===== src/rtl/sram_port_arbiter_pkg.sv =====
// Shared definitions for the SRAM port arbiter: owner encoding and SRAM word geometry.
package sram_port_arbiter_pkg;

    localparam int DW  = 32;
    localparam int BEW = 4;

    typedef enum logic {
        REQ_INST = 1'b0,
        REQ_DATA = 1'b1
    } req_owner_e;

endpackage


===== src/rtl/sram_port_arbiter_rsp_hold_buf.sv =====
// One-entry skid register for a read response the consumer could not take.
// While full it replays the held word; a fresh response passes straight through otherwise.
module sram_port_arbiter_rsp_hold_buf
    import sram_port_arbiter_pkg::*;
(
    input  logic          clk,
    input  logic          rst,
    input  logic          in_valid_i,
    input  logic [DW-1:0] in_rdata_i,
    input  logic          rready_i,
    output logic          rvalid_o,
    output logic [DW-1:0] rdata_o,
    output logic          full_o
);

    logic          full_q;
    logic          full_d;
    logic [DW-1:0] data_q;
    logic [DW-1:0] data_d;

    // Capture an unaccepted fresh response, release the held one on the first ready cycle
    always_comb begin
        full_d = full_q;
        data_d = data_q;
        if (full_q) begin
            if (rready_i) begin
                full_d = 1'b0;
            end else begin
                full_d = 1'b1;
            end
        end else if (in_valid_i && !rready_i) begin
            full_d = 1'b1;
            data_d = in_rdata_i;
        end else begin
            full_d = 1'b0;
        end
    end

    // Hold register state
    always_ff @(posedge clk) begin
        if (rst) begin
            full_q <= 1'b0;
            data_q <= {DW{1'b0}};
        end else begin
            full_q <= full_d;
            data_q <= data_d;
        end
    end

    // Held word has priority; outputs are quiet during reset and when nothing is valid
    always_comb begin
        rvalid_o = 1'b0;
        rdata_o  = {DW{1'b0}};
        if (rst) begin
            rvalid_o = 1'b0;
        end else if (full_q) begin
            rvalid_o = 1'b1;
            rdata_o  = data_q;
        end else if (in_valid_i) begin
            rvalid_o = 1'b1;
            rdata_o  = in_rdata_i;
        end else begin
            rvalid_o = 1'b0;
        end
    end

    assign full_o = full_q;

endmodule


===== src/rtl/sram_port_arbiter.sv =====
// Shares one single-port synchronous SRAM between fetch (inst) and memory-stage (data)
// requesters, with a streak limit so fetch is never starved behind data.
module sram_port_arbiter
    import sram_port_arbiter_pkg::*;
#(
    parameter int STREAK_MAX = 4,
    parameter int AW         = 32
)
(
    input  logic           clk,
    input  logic           rst,
    input  logic           inst_req,
    input  logic [AW-1:0]  inst_addr,
    output logic           inst_gnt,
    output logic           inst_rvalid,
    input  logic           inst_rready,
    output logic [DW-1:0]  inst_rdata,
    input  logic           data_req,
    input  logic [BEW-1:0] data_wen,
    input  logic [AW-1:0]  data_addr,
    input  logic [DW-1:0]  data_wdata,
    output logic           data_gnt,
    output logic           data_rvalid,
    input  logic           data_rready,
    output logic [DW-1:0]  data_rdata,
    output logic           sram_en,
    output logic [BEW-1:0] sram_wen,
    output logic [AW-1:0]  sram_addr,
    output logic [DW-1:0]  sram_wdata,
    input  logic [DW-1:0]  sram_rdata
);

    localparam int             SW         = $clog2(STREAK_MAX + 1);
    localparam logic [SW-1:0]  STREAK_TOP = SW'(STREAK_MAX);

    logic [SW-1:0] streak_q;
    logic [SW-1:0] streak_d;
    logic          rd_pend_q;
    logic          rd_pend_d;
    req_owner_e    rd_owner_q;
    req_owner_e    rd_owner_d;

    logic inst_fresh_s;
    logic data_fresh_s;
    logic inst_full_s;
    logic data_full_s;
    logic inst_elig_s;
    logic data_elig_s;
    logic inst_gnt_s;
    logic data_gnt_s;
    logic data_rd_s;

    assign inst_fresh_s = rd_pend_q && (rd_owner_q == REQ_INST);
    assign data_fresh_s = rd_pend_q && (rd_owner_q == REQ_DATA);

    // A fresh response about to be refused will occupy the hold next cycle, so it blocks too
    assign inst_elig_s = !rst && inst_req && !inst_full_s && !(inst_fresh_s && !inst_rready);
    assign data_elig_s = !rst && data_req && !data_full_s && !(data_fresh_s && !data_rready);

    // Data wins unless inst has waited through a full streak
    always_comb begin
        data_gnt_s = 1'b0;
        inst_gnt_s = 1'b0;
        if (data_elig_s && !(inst_elig_s && (streak_q == STREAK_TOP))) begin
            data_gnt_s = 1'b1;
        end else if (inst_elig_s) begin
            inst_gnt_s = 1'b1;
        end else begin
            data_gnt_s = 1'b0;
        end
    end

    assign data_rd_s = data_gnt_s && (data_wen == {BEW{1'b0}});

    // SRAM command mux from the winner
    always_comb begin
        sram_en    = inst_gnt_s | data_gnt_s;
        sram_wen   = {BEW{1'b0}};
        sram_addr  = {AW{1'b0}};
        sram_wdata = {DW{1'b0}};
        if (data_gnt_s) begin
            sram_wen   = data_wen;
            sram_addr  = data_addr;
            sram_wdata = data_wdata;
        end else if (inst_gnt_s) begin
            sram_addr  = inst_addr;
        end else begin
            sram_addr  = {AW{1'b0}};
        end
    end

    // Streak and in-flight read bookkeeping
    always_comb begin
        streak_d   = streak_q;
        rd_pend_d  = inst_gnt_s | data_rd_s;
        rd_owner_d = rd_owner_q;
        if (inst_gnt_s || !inst_req) begin
            streak_d = {SW{1'b0}};
        end else if (data_gnt_s && (streak_q != STREAK_TOP)) begin
            streak_d = streak_q + {{(SW-1){1'b0}}, 1'b1};
        end else begin
            streak_d = streak_q;
        end
        if (inst_gnt_s) begin
            rd_owner_d = REQ_INST;
        end else if (data_rd_s) begin
            rd_owner_d = REQ_DATA;
        end else begin
            rd_owner_d = rd_owner_q;
        end
    end

    // Arbiter state registers
    always_ff @(posedge clk) begin
        if (rst) begin
            streak_q   <= {SW{1'b0}};
            rd_pend_q  <= 1'b0;
            rd_owner_q <= REQ_INST;
        end else begin
            streak_q   <= streak_d;
            rd_pend_q  <= rd_pend_d;
            rd_owner_q <= rd_owner_d;
        end
    end

    sram_port_arbiter_rsp_hold_buf u_inst_hold (
        .clk        (clk),
        .rst        (rst),
        .in_valid_i (inst_fresh_s),
        .in_rdata_i (sram_rdata),
        .rready_i   (inst_rready),
        .rvalid_o   (inst_rvalid),
        .rdata_o    (inst_rdata),
        .full_o     (inst_full_s)
    );

    sram_port_arbiter_rsp_hold_buf u_data_hold (
        .clk        (clk),
        .rst        (rst),
        .in_valid_i (data_fresh_s),
        .in_rdata_i (sram_rdata),
        .rready_i   (data_rready),
        .rvalid_o   (data_rvalid),
        .rdata_o    (data_rdata),
        .full_o     (data_full_s)
    );

    assign inst_gnt = inst_gnt_s;
    assign data_gnt = data_gnt_s;

endmodule


===== config.mk =====
export PLATFORM = sky130hd
export DESIGN_NAME = sram_port_arbiter
export DESIGN_NICKNAME = d
export VERILOG_FILES = /design/src/rtl/sram_port_arbiter_pkg.sv /design/src/rtl/sram_port_arbiter_rsp_hold_buf.sv /design/src/rtl/sram_port_arbiter.sv
export SDC_FILE = /design/constraint.sdc
export NUM_CORES = 1
export LEC_CHECK = 0
export CAP_MARGIN = 20
export CORE_MARGIN = 10
export CORE_UTILIZATION = 40
export DETAILED_ROUTE_END_ITERATION = 10
export GPL_TIMING_DRIVEN = 1
export PLACE_DENSITY = 0.88
export SETUP_SLACK_MARGIN = 0.15
export SYNTH_ARGS = -nofsm -noshare
export SYNTH_HDL_FRONTEND = slang
export SYNTH_SLANG_ARGS = --single-unit

===== constraint.sdc =====
create_clock -name clk -period 2.9 [get_ports clk]
set_input_delay 0.29 -clock clk [delete_from_list [all_inputs] [get_ports clk]]
set_output_delay 0.29 -clock clk [all_outputs]
set_load 0.005 [all_outputs]

Word-level counts from Yosys, hierarchy flattened --
Index checks and enable logic that the tools add are counted.
Storage, ports and cells: register bits after elaboration 71, bits of input ports 138, logic and storage cells 69, output and inout bits 137
Cells by class: mux-type cells 25, bitwise logic cells 5, equal/unequal tests 2, reductions and logical operators 29, add/sub/neg operators 1
Operators with widths (number):
- 32-bit 2-to-1 mux | 9
- 1-bit 2-to-1 mux | 15
- 1-bit logical AND | 14
- 1-bit logical NOT | 9
- 4-bit logical NOT | 1
- 4-bit 2-to-1 mux | 1
- 2-bit AND reduction | 2
- 2-bit OR reduction | 2
- 3-bit by 1-bit adder with 3-bit output, second input constant | 1
- 3-bit equality test, second input constant | 1
- 3-bit != test, second input constant | 1
- 1-bit inverter | 3
- 1-bit OR | 2
- 1-bit logical OR | 1

Depth between registers and ports, before layout --
depth after elaboration 11, depth in mapped cells 8, depth with buffers taken out 5

By module --
Synthesis repeated with hierarchy kept, for this count alone.
Second synthesis, totals: cells, all modules 636, area, all modules 5190.0 um2
By module, submodules not included:
- sram_port_arbiter_rsp_hold_buf | cells an instance 255, instances 2, area each 2098.3 um2, seq. area each 660.6 um2
- sram_port_arbiter | cells an instance 126, instances 1, area each 993.5 um2, seq. area each 100.1 um2

Worst setup path before layout --
Ideal clock, no wire load.
path kind input-to-output, start point input rst, end point output sram_addr[18], path slack 0.829 ns, path buffers 4, stages 7, required time 2.610 ns, arrival time 1.781 ns, cell sequence buf_6 > or3b_4 > or3_1 > buf_2 > buf_6 > buf_6 > a32o_1
On the way: longest elaborated chain between the ends 10, elaborated cells between the ends (all ways) 15
RTL lines:
- start, declared | RTL line sram_port_arbiter.sv:11 | input logic rst,
- 1-bit logical NOT (*) | RTL line sram_port_arbiter.sv:57, sram_port_arbiter.sv:58
- 1-bit logical AND (3 in series) | RTL line sram_port_arbiter.sv:57 | assign inst_elig_s = !rst && inst_req && !inst_full_s && !(inst_fresh_s && !inst_rready);
- 1-bit logical AND | RTL line sram_port_arbiter.sv:64 | if (data_elig_s && !(inst_elig_s && (streak_q == STREAK_TOP))) begin
- 1-bit logical NOT | RTL line sram_port_arbiter.sv:64
- 1-bit logical AND | RTL line sram_port_arbiter.sv:64
- 1-bit 2-to-1 mux | RTL line sram_port_arbiter.sv:64
- 32-bit 2-to-1 mux | RTL line sram_port_arbiter.sv:85 | end else if (inst_gnt_s) begin
- 32-bit 2-to-1 mux (*) | RTL line sram_port_arbiter.sv:81 | if (data_gnt_s) begin
- end, declared | RTL line sram_port_arbiter.sv:28 | output logic [AW-1:0] sram_addr,
Mark *: on every way between the ends. The rest lies on a longest branch, timed or not.

Worst setup path after layout --
start point input inst_req, end point output sram_addr[11]
On the way: longest elaborated chain between the ends 9, elaborated cells between the ends (all ways) 11
RTL lines:
- start, declared | RTL line sram_port_arbiter.sv:12 | input logic inst_req,
- 1-bit logical AND (*) (3 in series) | RTL line sram_port_arbiter.sv:57
- 1-bit logical AND | RTL line sram_port_arbiter.sv:64
- 1-bit logical NOT | RTL line sram_port_arbiter.sv:64
- 1-bit logical AND | RTL line sram_port_arbiter.sv:64
- 1-bit 2-to-1 mux | RTL line sram_port_arbiter.sv:64
- 32-bit 2-to-1 mux | RTL line sram_port_arbiter.sv:85
- 32-bit 2-to-1 mux (*) | RTL line sram_port_arbiter.sv:81
Marks and branches as above.

==> results.ini <==
[route]
drt_iter0_drc = 404
drcViolationCount = 0
ant_nets = 0
drt_pass1_iterations = 5
via_per_inst = 5.580
route.vias.total = 5362
wl_per_cell_um = 23.95
totalWireLength_um = 23020

[synth]
synth_nets = 703
synth_seq_area_share_pct = 33.65
syn_inst = 563
yosys_warnings = 0
ys_ff_latch = 71
avgSynthCellArea_um2 = 7.503
synthArstFlopShare_pct = 0
syn-cell-area_um2 = 4224
synth_ff_type = dfxtp_1
synth_edf_count = 0
synth.distinct_cells = 36

[timing]
grt_setup_unrepaired = yes
layout_setup_ws_ns = 0.06699
max_freq_mhz = 353.0
whs_ns = 0.3814
tightestPinTransition_ns = 0.8300
period_needed_ns = 2.833
hold_viol = 0
fin_crit_sh_pct = 97.69
relSlewSlack_pct = 44.67
final_max_slew_viol_count = 0
setup_viol = 0
fin_skew_ns = 0.007817

[floorplanning]
coreArea_um2 = 10320
die_w_um = 122.8
ios = 275
row_count = 37
initial_core_util_pct = 40.92
dieArea_um2 = 15070
die_height_um = 122.8

[grt]
grt_max_degree = 62
antenna_found_initial = 7
gr-total-overflow = 0
grt_pass1_vias = 5275
grt_pass1_wl_um = 33000
track_usage_pct = 28.59

[setup_path]
cp_data_required_time_ns = 2.61
cpPeakStageDelay_ns = 0.56
crit_chain = clkdlybuf4s50_1, or3b_4, buf_4, a311oi_4, buf_4, buf_12, a32o_1, clkdlybuf4s50_1
critical_path.max_fanout = 13
crit_slowest_cell = clkdlybuf4s50_1
rr_worst_depth = 5
criticalPathCategory = in -> out
end_kind = output port
worstPathArrival_ns = 2.54
worstSetupStartpointType = input pin

[job]
drv_cap = 0

[placement]
pre_cts_ws_ns = -0.04501
gp_congestion = 1.188
place_inst = 937
hpwl_um = 17690
port_buffers = 274

[min_path]
holdPathStages = 4
holdCritPathClass = in -> reg

[clock_tree]
clockBufferDepth = 2
cts.root.buffer_cell = clkbuf_8
worstSkewPairLatency_ns = 0.36
htree_levels = 3
clock_sinks = 71
cts_buffers = 9
cts.clk_slew.worst_paths_ns = 0.08
cts_tree = built

[status]
status = complete, no violations

[layout]
most-common-layout-cells = 246 x clkdlybuf4s50_1, 132 x nand2_1, 68 x dfxtp_1
final_cells = 961
post_route_cells_drive_above_1_share_pct = 6.943
final_common_cell = clkdlybuf4s50_1
final_nets = 957
area_growth_pct = 75.71

[power_and_ir_drop]
p_leak_nw = 2.863
power-per-cell-area_nw_per_um2 = 310.9
vdd_drop_max_mv = 0.3438

==> layout make-up <==
type                            instances  area [um2]
Inverter                                4       15.01
Antenna cell                            4       10.01
Clock buffer                            9       123.9
Multi-Input combinational cell        430        2581
Tap cell                              136       170.2
Fill cell                             783        2902
Sequential cell                        71        1425
Clock inverter                          6       37.54
Timing Repair Buffer                  301        3059
==> synthesized netlist by cell type (all sizes together), types with 2 or more instances <==
master  instances  area share (%)
nor2b           3            0.44
mux2i          64              15
nand3b          3            0.53
and2            2            0.30
nor2           64             5.7
inv             4            0.36
clkbuf         43             3.8
or2             2            0.30
o211ai          2            0.36
nor3b           3            0.53
nand2         133              12
buf            15             2.1
ha              2            0.59
dfxtp          71              34
a32o           32             7.6
and3           36             5.3
a21oi          67             7.9
==> logic make-up after synthesis <==
group           synth area share [%]
fa+ha+maj                     0.5923
flops                          33.65
compound gates                 17.24
mux                            15.17
buf+inv                        6.309
simple gates                   27.04
==> where the power goes <==
group          switching, mW  internal, mW  total [mW]
registers             0.0112         0.990        1.00
logic                  0.240         0.369       0.610
clock network          0.392         0.304       0.696
==> final timing paths <==
| path | end | slack (ns) | from |
|---|---|---|---|
| max reg2reg | u_data_hold.data_q[8] | 0.78 | u_data_hold.full_o |
| min reg2reg | u_data_hold.data_q[11] | 0.46 | u_data_hold.data_q[11] |
| min | streak_q[0] | 0.38 | rst |
| max | sram_addr[11] | 0.07 | inst_req |
==> metal layers <==
layer,vias up,global-route usage [%],share of wire (%)
met5,-,0,0.30
met4,10,10.68,3.5
met3,47,12.03,11
met2,305,50.70,50
met1,2538,29.40,35
li1,2462,-,-
==> metrics by stage <==
step | cell area [um2] | power, mW | utilization (%) | TNS, ns
after floorplan | 4224 | 1.206 | - | 0
after global placement | 7137 | 1.618 | 69.13 | -0.003253
after detailed placement | 7137 | 1.631 | 69.13 | -0.2935
after CTS | 7382 | 2.316 | 71.51 | 0
after global routing | 7412 | 2.382 | 71.80 | 0
final | 7422 | 2.307 | 71.89 | 0
==> state kept, by name, indices dropped and copies added (netlist names) <==
signal / cells
u_inst_hold.data_q: 32
u_data_hold.full_o: 1
rd_pend_q: 1
u_data_hold.data_q: 32
rd_owner_q: 1
streak_q: 3
u_inst_hold.full_o: 1
==> critical path: cells and delay by family <==
kind | cells | cell delay, ns
AO/OA/AOI/OAI | 2 | 0.35
AND/OR/NAND/NOR | 1 | 0.39
buffers and inverters | 5 | 1.52
==> repair_timing <==
item | CTS | global route
buffers inserted | 3 | 0
hold buffers | 0 | 0
resized for setup | 24 | 12
gates cloned | 2 | 0
setup endpoints to repair | 69 | 49
pin swaps | 2 | 0
Note: power is estimated with default switching activity, not from simulation.
